File: src/rtl/seq_pkg.sv
// -----------------------------------------------------------------------------
// seq_pkg
// Definitions shared by seq_serializer and the seq_detector stage it feeds:
// the serializer state encoding, the default word width and the pattern
// the detector looks for.
// -----------------------------------------------------------------------------
package seq_pkg;

    localparam int SEQ_DATA_W = 8;

    localparam logic SER_IDLE  = 1'b0;
    localparam logic SER_SHIFT = 1'b1;

    typedef enum logic {
        ST_IDLE  = SER_IDLE,
        ST_SHIFT = SER_SHIFT
    } ser_state_e;

    // Pattern recognised by seq_detector.
    localparam logic [3:0] SEQ_PATTERN = 4'b1011;

    // Bit-count register width for a given word width (at least one bit).
    function automatic int ser_cnt_w(input int data_w);
        return (data_w > 2) ? $clog2(data_w) : 1;
    endfunction

endpackage

File: src/rtl/seq_serializer_if.sv
// -----------------------------------------------------------------------------
// seq_serializer_if
// Groups the parallel word handshake and the serial output side of
// seq_serializer.
//   in_data   : parallel word (DATA_W bits)
//   in_valid  : in_data valid
//   in_ready  : serializer can take a word this cycle
//   bit_en    : bit pacing strobe
//   ser_out   : serial bit
//   ser_valid : ser_out carries a data bit
//   word_done : one-cycle pulse after a word's last bit was consumed
//   busy      : shifting or holding a word
// master = word producer / serial consumer, slave = serializer.
// -----------------------------------------------------------------------------
interface seq_serializer_if
    import seq_pkg::*;
#(
    parameter int DATA_W = SEQ_DATA_W
);
    logic [DATA_W-1:0] in_data;
    logic              in_valid;
    logic              in_ready;
    logic              bit_en;
    logic              ser_out;
    logic              ser_valid;
    logic              word_done;
    logic              busy;

    modport master (
        output in_data, in_valid, bit_en,
        input  in_ready, ser_out, ser_valid, word_done, busy
    );

    modport slave (
        input  in_data, in_valid, bit_en,
        output in_ready, ser_out, ser_valid, word_done, busy
    );
endinterface

File: src/rtl/seq_serializer.sv
// -----------------------------------------------------------------------------
// seq_serializer
// Parallel-to-serial front end for seq_detector. Words arrive on a
// valid/ready handshake and are shifted out one bit per bit_en strobe.
// A one-word hold register lets consecutive words stream without an idle
// bit between them.
// Ports:
//   clk  : clock, rising edge
//   rst  : synchronous reset, active low
//   bus  : seq_serializer_if.slave (handshake in, serial out)
// Parameters:
//   DATA_W    : word width (>= 2)
//   MSB_FIRST : 1 sends bit DATA_W-1 first, 0 sends bit 0 first
//   IDLE_BIT  : ser_out value while nothing is shifting
// -----------------------------------------------------------------------------
module seq_serializer
    import seq_pkg::*;
#(
    parameter int DATA_W    = SEQ_DATA_W,
    parameter bit MSB_FIRST = 1'b1,
    parameter bit IDLE_BIT  = 1'b0
) (
    input  logic            clk,
    input  logic            rst,
    seq_serializer_if.slave bus
);

    localparam int                CNT_W    = ser_cnt_w(DATA_W);
    localparam logic [CNT_W-1:0]  CNT_LAST = CNT_W'(DATA_W - 1);

    ser_state_e        state_q, state_d;
    logic [DATA_W-1:0] shift_q, shift_d;
    logic [DATA_W-1:0] hold_q, hold_d;
    logic              hold_full_q, hold_full_d;
    logic [CNT_W-1:0]  cnt_q, cnt_d;
    logic              done_q, done_d;

    logic              accept;
    logic              last_bit;
    logic [DATA_W-1:0] shift_next;
    logic              head_bit;

    // The ready path only looks at reset and the hold flag, never at
    // in_valid, so the producer sees no combinational loop through us.
    assign bus.in_ready = rst && !hold_full_q;
    assign accept       = bus.in_valid && bus.in_ready;

    // last_bit: the head bit is consumed this cycle and it is the word's last.
    assign last_bit = (state_q == ST_SHIFT) && bus.bit_en && (cnt_q == CNT_LAST);

    // Shift away from the head; vacated positions fill with zero.
    assign shift_next = MSB_FIRST ? {shift_q[DATA_W-2:0], 1'b0}
                                  : {1'b0, shift_q[DATA_W-1:1]};
    assign head_bit   = MSB_FIRST ? shift_q[DATA_W-1] : shift_q[0];

    always_ff @(posedge clk) begin
        if (!rst) begin
            state_q     <= ST_IDLE;
            shift_q     <= '0;
            hold_q      <= '0;
            hold_full_q <= 1'b0;
            cnt_q       <= '0;
            done_q      <= 1'b0;
        end else begin
            state_q     <= state_d;
            shift_q     <= shift_d;
            hold_q      <= hold_d;
            hold_full_q <= hold_full_d;
            cnt_q       <= cnt_d;
            done_q      <= done_d;
        end
    end

    always_comb begin
        state_d     = state_q;
        shift_d     = shift_q;
        hold_d      = hold_q;
        hold_full_d = hold_full_q;
        cnt_d       = cnt_q;
        done_d      = 1'b0;

        unique case (state_q)
            ST_IDLE: begin
                if (accept) begin
                    shift_d = bus.in_data;
                    cnt_d   = '0;
                    state_d = ST_SHIFT;
                end
            end

            ST_SHIFT: begin
                if (bus.bit_en) begin
                    if (!last_bit) begin
                        shift_d = shift_next;
                        cnt_d   = cnt_q + 1'b1;
                    end else begin
                        done_d = 1'b1;
                        cnt_d  = '0;
                        if (hold_full_q) begin
                            shift_d     = hold_q;
                            hold_full_d = 1'b0;
                        end else if (accept) begin
                            // Word arriving on the last-bit cycle bypasses the
                            // hold register so the stream has no bubble.
                            shift_d = bus.in_data;
                        end else begin
                            shift_d = '0;
                            state_d = ST_IDLE;
                        end
                    end
                end

                // An accept not consumed by the bypass above parks in hold.
                // accept implies the hold register is empty.
                if (accept && !last_bit) begin
                    hold_d      = bus.in_data;
                    hold_full_d = 1'b1;
                end
            end

            default: state_d = ST_IDLE;
        endcase
    end

    // Serial outputs are a single state-selected mux over registers.
    assign bus.ser_valid = (state_q == ST_SHIFT);
    assign bus.ser_out   = (state_q == ST_SHIFT) ? head_bit : IDLE_BIT;
    assign bus.word_done = done_q;
    assign bus.busy      = (state_q == ST_SHIFT) || hold_full_q;

endmodule

File: src/flat_wrapper.sv
// flat-port wrapper written by rule: the top's interface ports become plain ports
module seq_serializer_flat import seq_pkg::*;
#(
    parameter int DATA_W    = SEQ_DATA_W,
    parameter bit MSB_FIRST = 1'b1,
    parameter bit IDLE_BIT  = 1'b0
)
  (clk, rst, bus_in_data, bus_in_valid, bus_bit_en, bus_in_ready, bus_ser_out, bus_ser_valid, bus_word_done, bus_busy);
  seq_serializer_if #(.DATA_W(DATA_W)) bus_i ();
  input  logic clk;
  input  logic rst;
  input wire logic [$bits(bus_i.in_data)-1:0] bus_in_data;
  input wire logic [$bits(bus_i.in_valid)-1:0] bus_in_valid;
  input wire logic [$bits(bus_i.bit_en)-1:0] bus_bit_en;
  output wire logic [$bits(bus_i.in_ready)-1:0] bus_in_ready;
  output wire logic [$bits(bus_i.ser_out)-1:0] bus_ser_out;
  output wire logic [$bits(bus_i.ser_valid)-1:0] bus_ser_valid;
  output wire logic [$bits(bus_i.word_done)-1:0] bus_word_done;
  output wire logic [$bits(bus_i.busy)-1:0] bus_busy;
  assign bus_i.in_data = bus_in_data;
  assign bus_i.in_valid = bus_in_valid;
  assign bus_i.bit_en = bus_bit_en;
  assign bus_in_ready = bus_i.in_ready;
  assign bus_ser_out = bus_i.ser_out;
  assign bus_ser_valid = bus_i.ser_valid;
  assign bus_word_done = bus_i.word_done;
  assign bus_busy = bus_i.busy;
  seq_serializer #(.DATA_W(DATA_W), .MSB_FIRST(MSB_FIRST), .IDLE_BIT(IDLE_BIT)) u_core (.clk(clk), .rst(rst), .bus(bus_i));
endmodule
File: config.mk
export PLATFORM = sky130hd
export DESIGN_NAME = seq_serializer_flat
export DESIGN_NICKNAME = d
export VERILOG_FILES = /design/src/rtl/seq_pkg.sv /design/src/rtl/seq_serializer_if.sv /design/src/rtl/seq_serializer.sv /design/src/flat_wrapper.sv
export SDC_FILE = /design/constraint.sdc
export NUM_CORES = 1
export LEC_CHECK = 0
export ABC_AREA = 1
export BUFFER_PORTS_ARGS = -buffer_cell sky130_fd_sc_hd__buf_2
export CORE_ASPECT_RATIO = 1.2
export CORE_UTILIZATION = 45
export CTS_CLUSTER_DIAMETER = 200
export DETAILED_ROUTE_END_ITERATION = 10
export PLACE_DENSITY = 0.65
export SLEW_MARGIN = 15
export SYNTH_ARGS = -nofsm -noshare
export SYNTH_HDL_FRONTEND = slang
export SYNTH_SLANG_ARGS = --single-unit
File: constraint.sdc
create_clock -name clk -period 1.7 [get_ports clk]
set_clock_uncertainty 0.05 [all_clocks]
set_input_delay 0.17 -clock clk [delete_from_list [all_inputs] [get_ports clk]]
set_output_delay 0.17 -clock clk [all_outputs]
set_load 0.005 [all_outputs]
==> results_dict.tcl <==
set metrics [dict create \
    grt_max_degree 20 \
    drtAntennaViolNets 0 \
    overflow 0 \
    ys_warn_count 0 \
    power.density_nw_per_um2 729 \
    routed_wirelength_mm 2.60 \
    worstMarginPinSlew_ns 0.339 \
    power.leakage_nw 0.672 \
    hold_ws_ns 0.0911 \
    min_period_ns 1.55 \
    startpoint_type "flop" \
    grt_antenna_before_repair 0 \
    layout-drive-gt1-share_pct 18.8 \
    clkSinkCount 22 \
    rr_startpoint "u_core.cnt_q[0]" \
    cts_tree "built" \
    cts_buffers 3 \
    tns_ns 0 \
    fp-row-count 19 \
    synth.net_count 190 \
    grt_first_pass_wirelength_mm 4.34 \
    portBuffers 16 \
    hold_class "primary input to flop" \
    finalNetCount 213 \
    fin_crit_sh_pct 91.3 \
    cp_max_fo 8 \
    crit_path_end_kind "flop" \
    r2r_cells 9 \
    dieArea_sq_um 2790 \
    status "completed" \
    cts_hold_buffers 0 \
    post_drt_wl_per_cell_um 11.4 \
    htreeDepth 1 \
    vias_per_cell 5.06 \
    avgSynthCellArea_sq_um 6.60 \
    r2r_end "u_core.shift_q[4]" \
    cts.clk_slew.worst_paths_ns 0.10 \
    finalWeightedCongestion 0.839 \
    syn_to_final_growth_pct 15.9 \
    dpl.hpwl_mm 1.92 \
    hp-start "bus_in_data[2]" \
    cp_data_required_time_ns 1.85 \
    ir_worst_vdd_uv 670 \
    clockBufferDepth 2 \
    cap_viol_max_count 0 \
    ys_ff_latch 22 \
    syn_inst 176 \
    start_util_pct 49.3 \
    slew_headroom_pct 77.3 \
    clkLatencyLatePin_ns 0.30 \
    clock-root-buffer "clkbuf_4" \
    rsz0062_at_grt "no" \
    post-route-drc-count 0 \
    crit_type "flop to flop" \
    first_global_vias 1101 \
    hold_viol 0 \
    worstSetupStartpoint "u_core.cnt_q[0]" \
    ys_types 22 \
    crit_path_end "u_core.shift_q[4]" \
    core_area_sq_um 2350 \
    ioPinCount 17 \
    die_h_um 57.6 \
    nFillCells 238 \
    vias 1154 \
    dr.pass1.iters 4 \
    grt_util_all_layers_pct 20.0 \
    setup_viol 0 \
    clock.fmax_mhz 645 \
    yosysSeqAreaShare_pct 37.9 \
    synth_area_sq_um 1160 \
    die_w_um 48.4 \
    cp_data_arrival_time_ns 1.70 \
    r2r_slack_ns 0.15 \
    dr.first_iter.drc_count 32 \
    n_antenna_cell 0 \
    drv_slew 0 \
]
-- synth_stat cells --
cell | count | share of area, %
clkbuf_1 | 2 | 0.65
dfxtp_1 | 22 | 38
ha_1 | 2 | 2.2
nand3_4 | 1 | 1.5
inv_1 | 18 | 5.8
a21oi_1 | 4 | 1.7
nor2_2 | 2 | 1.1
nand4_2 | 1 | 1.1
buf_1 | 1 | 0.32
o211a_1 | 1 | 0.86
inv_2 | 2 | 0.65
a21boi_0 | 7 | 4.5
nand2_1 | 36 | 12
nand2_2 | 1 | 0.54
nand4_1 | 2 | 1.1
or2_2 | 1 | 0.54
buf_6 | 2 | 1.9
o21ai_0 | 19 | 8.2
buf_4 | 1 | 0.65
nand3b_1 | 1 | 0.65
nor2_1 | 47 | 15
nand3_1 | 3 | 1.3
-- kinds of logic (layout without fill, tap and decap cells) --
group                      count (synthesis)  in the layout  synth area share [%]
and+or+nand+nor                           95             96                  34.6
AOI/OAI and AO/OA                         31             31                  15.3
buffers and inverters                     26             46                  10.0
DFF                                       22             22                  37.9
adders and majority gates                  2              2                  2.15
-- what timing repair did --
action                                  in CTS  in global routing
setup buffers                                0                  4
pin swaps                                    0                  2
endpoints found under the setup margin       2                 15
resized for setup                            1                  3
cloned                                       0                  1
-- worst max-delay path: stages (launching register included) --
cell and delay [ns]:
dfxtp_1 0.34, ha_1 0.23, ha_4 0.20, nand3_4 0.13, buf_4 0.14, nor2_1 0.04
nor2_1 0.09, nand2_1 0.06, nor2_1 0.12, nor2_1 0.05
-- power breakdown --
part	total, mW	internal [mW]	switching [mW]
clock network	0.219	0.0826	0.136
registers	0.578	0.553	0.0245
logic	0.184	0.0722	0.112
total	0.981	0.708	0.273
-- sequential cells by signal, summed over array words and instances, names as in the netlist --
name,count
u_core.shift_q,8
u_core.bus.word_done,1
u_core.hold_q,8
u_core.hold_full_q,1
u_core.bus.ser_valid,1
u_core.cnt_q,3
-- metal layers --
| layer | vias up | part of all wire [%] | GRT usage, % |
|---|---|---|---|
| met5 | - | 0 | 0 |
| met4 | 0 | 1.3 | 9.66 |
| met3 | 4 | 3.2 | 2.89 |
| met2 | 20 | 53 | 39.8 |
| met1 | 533 | 42 | 20.3 |
| li1 | 597 | - | - |
-- placed cells by master (no fill, tap or decap) --
cell / synthesis / routed
inv_1: 18 / 18
nand4_2: 1 / 1
nor2_1: 47 / 47
dfxtp_1: 22 / 22
ha_4: 0 / 1
nand2_2: 1 / 2
a21boi_0: 7 / 7
nand3_4: 1 / 2
nand4_1: 2 / 2
nor2_2: 2 / 2
inv_2: 2 / 2
nand3_1: 3 / 3
o211a_1: 1 / 1
clkbuf_4: 0 / 3
ha_1: 2 / 1
buf_4: 1 / 7
a21oi_1: 4 / 4
buf_2: 0 / 16
o21ai_0: 19 / 19
nand2_1: 36 / 35
or2_2: 1 / 1
nand3b_1: 1 / 1
-- metrics by stage --
step | power [mW] | util (%) | cell area, sq um | instances | worst slack, ns
after floorplan | 0.713 | - | 1160 | 176 | 0.272
after global placement | 0.764 | 53.6 | 1260 | 220 | 0.117
after global routing | 1.05 | 57.2 | 1350 | 228 | 0.0162
after CTS | 0.990 | 54.7 | 1290 | 223 | 0.0423
final | 0.981 | 57.2 | 1350 | 228 | 0.149
after detailed placement | 0.769 | 53.6 | 1260 | 220 | 0.0197
-- cell type report --
type | instances | area [sq um] | area share [%]
Clock buffer | 3 | 22.5 | 1.67
Inverter | 20 | 75.1 | 5.58
Multi-Input combinational cell | 129 | 637 | 47.3
Sequential cell | 22 | 440 | 32.7
Tap cell | 31 | 38.8 | 2.88
Timing Repair Buffer | 23 | 133 | 9.85
-- how the worst min path moves through the flow --
stage / end / slack (ns) / depth (start not counted)
4_1_cts: u_core.hold_q[7] / 0.09 / 3
2_1_floorplan: u_core.bus.ser_valid / 0.28 / 2
5_1_grt: u_core.hold_q[6] / 0.1 / 3
6_report: u_core.hold_q[2] / 0.09 / 3
3_3_place_gp: u_core.hold_q[5] / 0.40 / 3
3_5_place_dp: u_core.hold_q[7] / 0.40 / 3
Note: power is estimated with default switching activity, not from simulation.
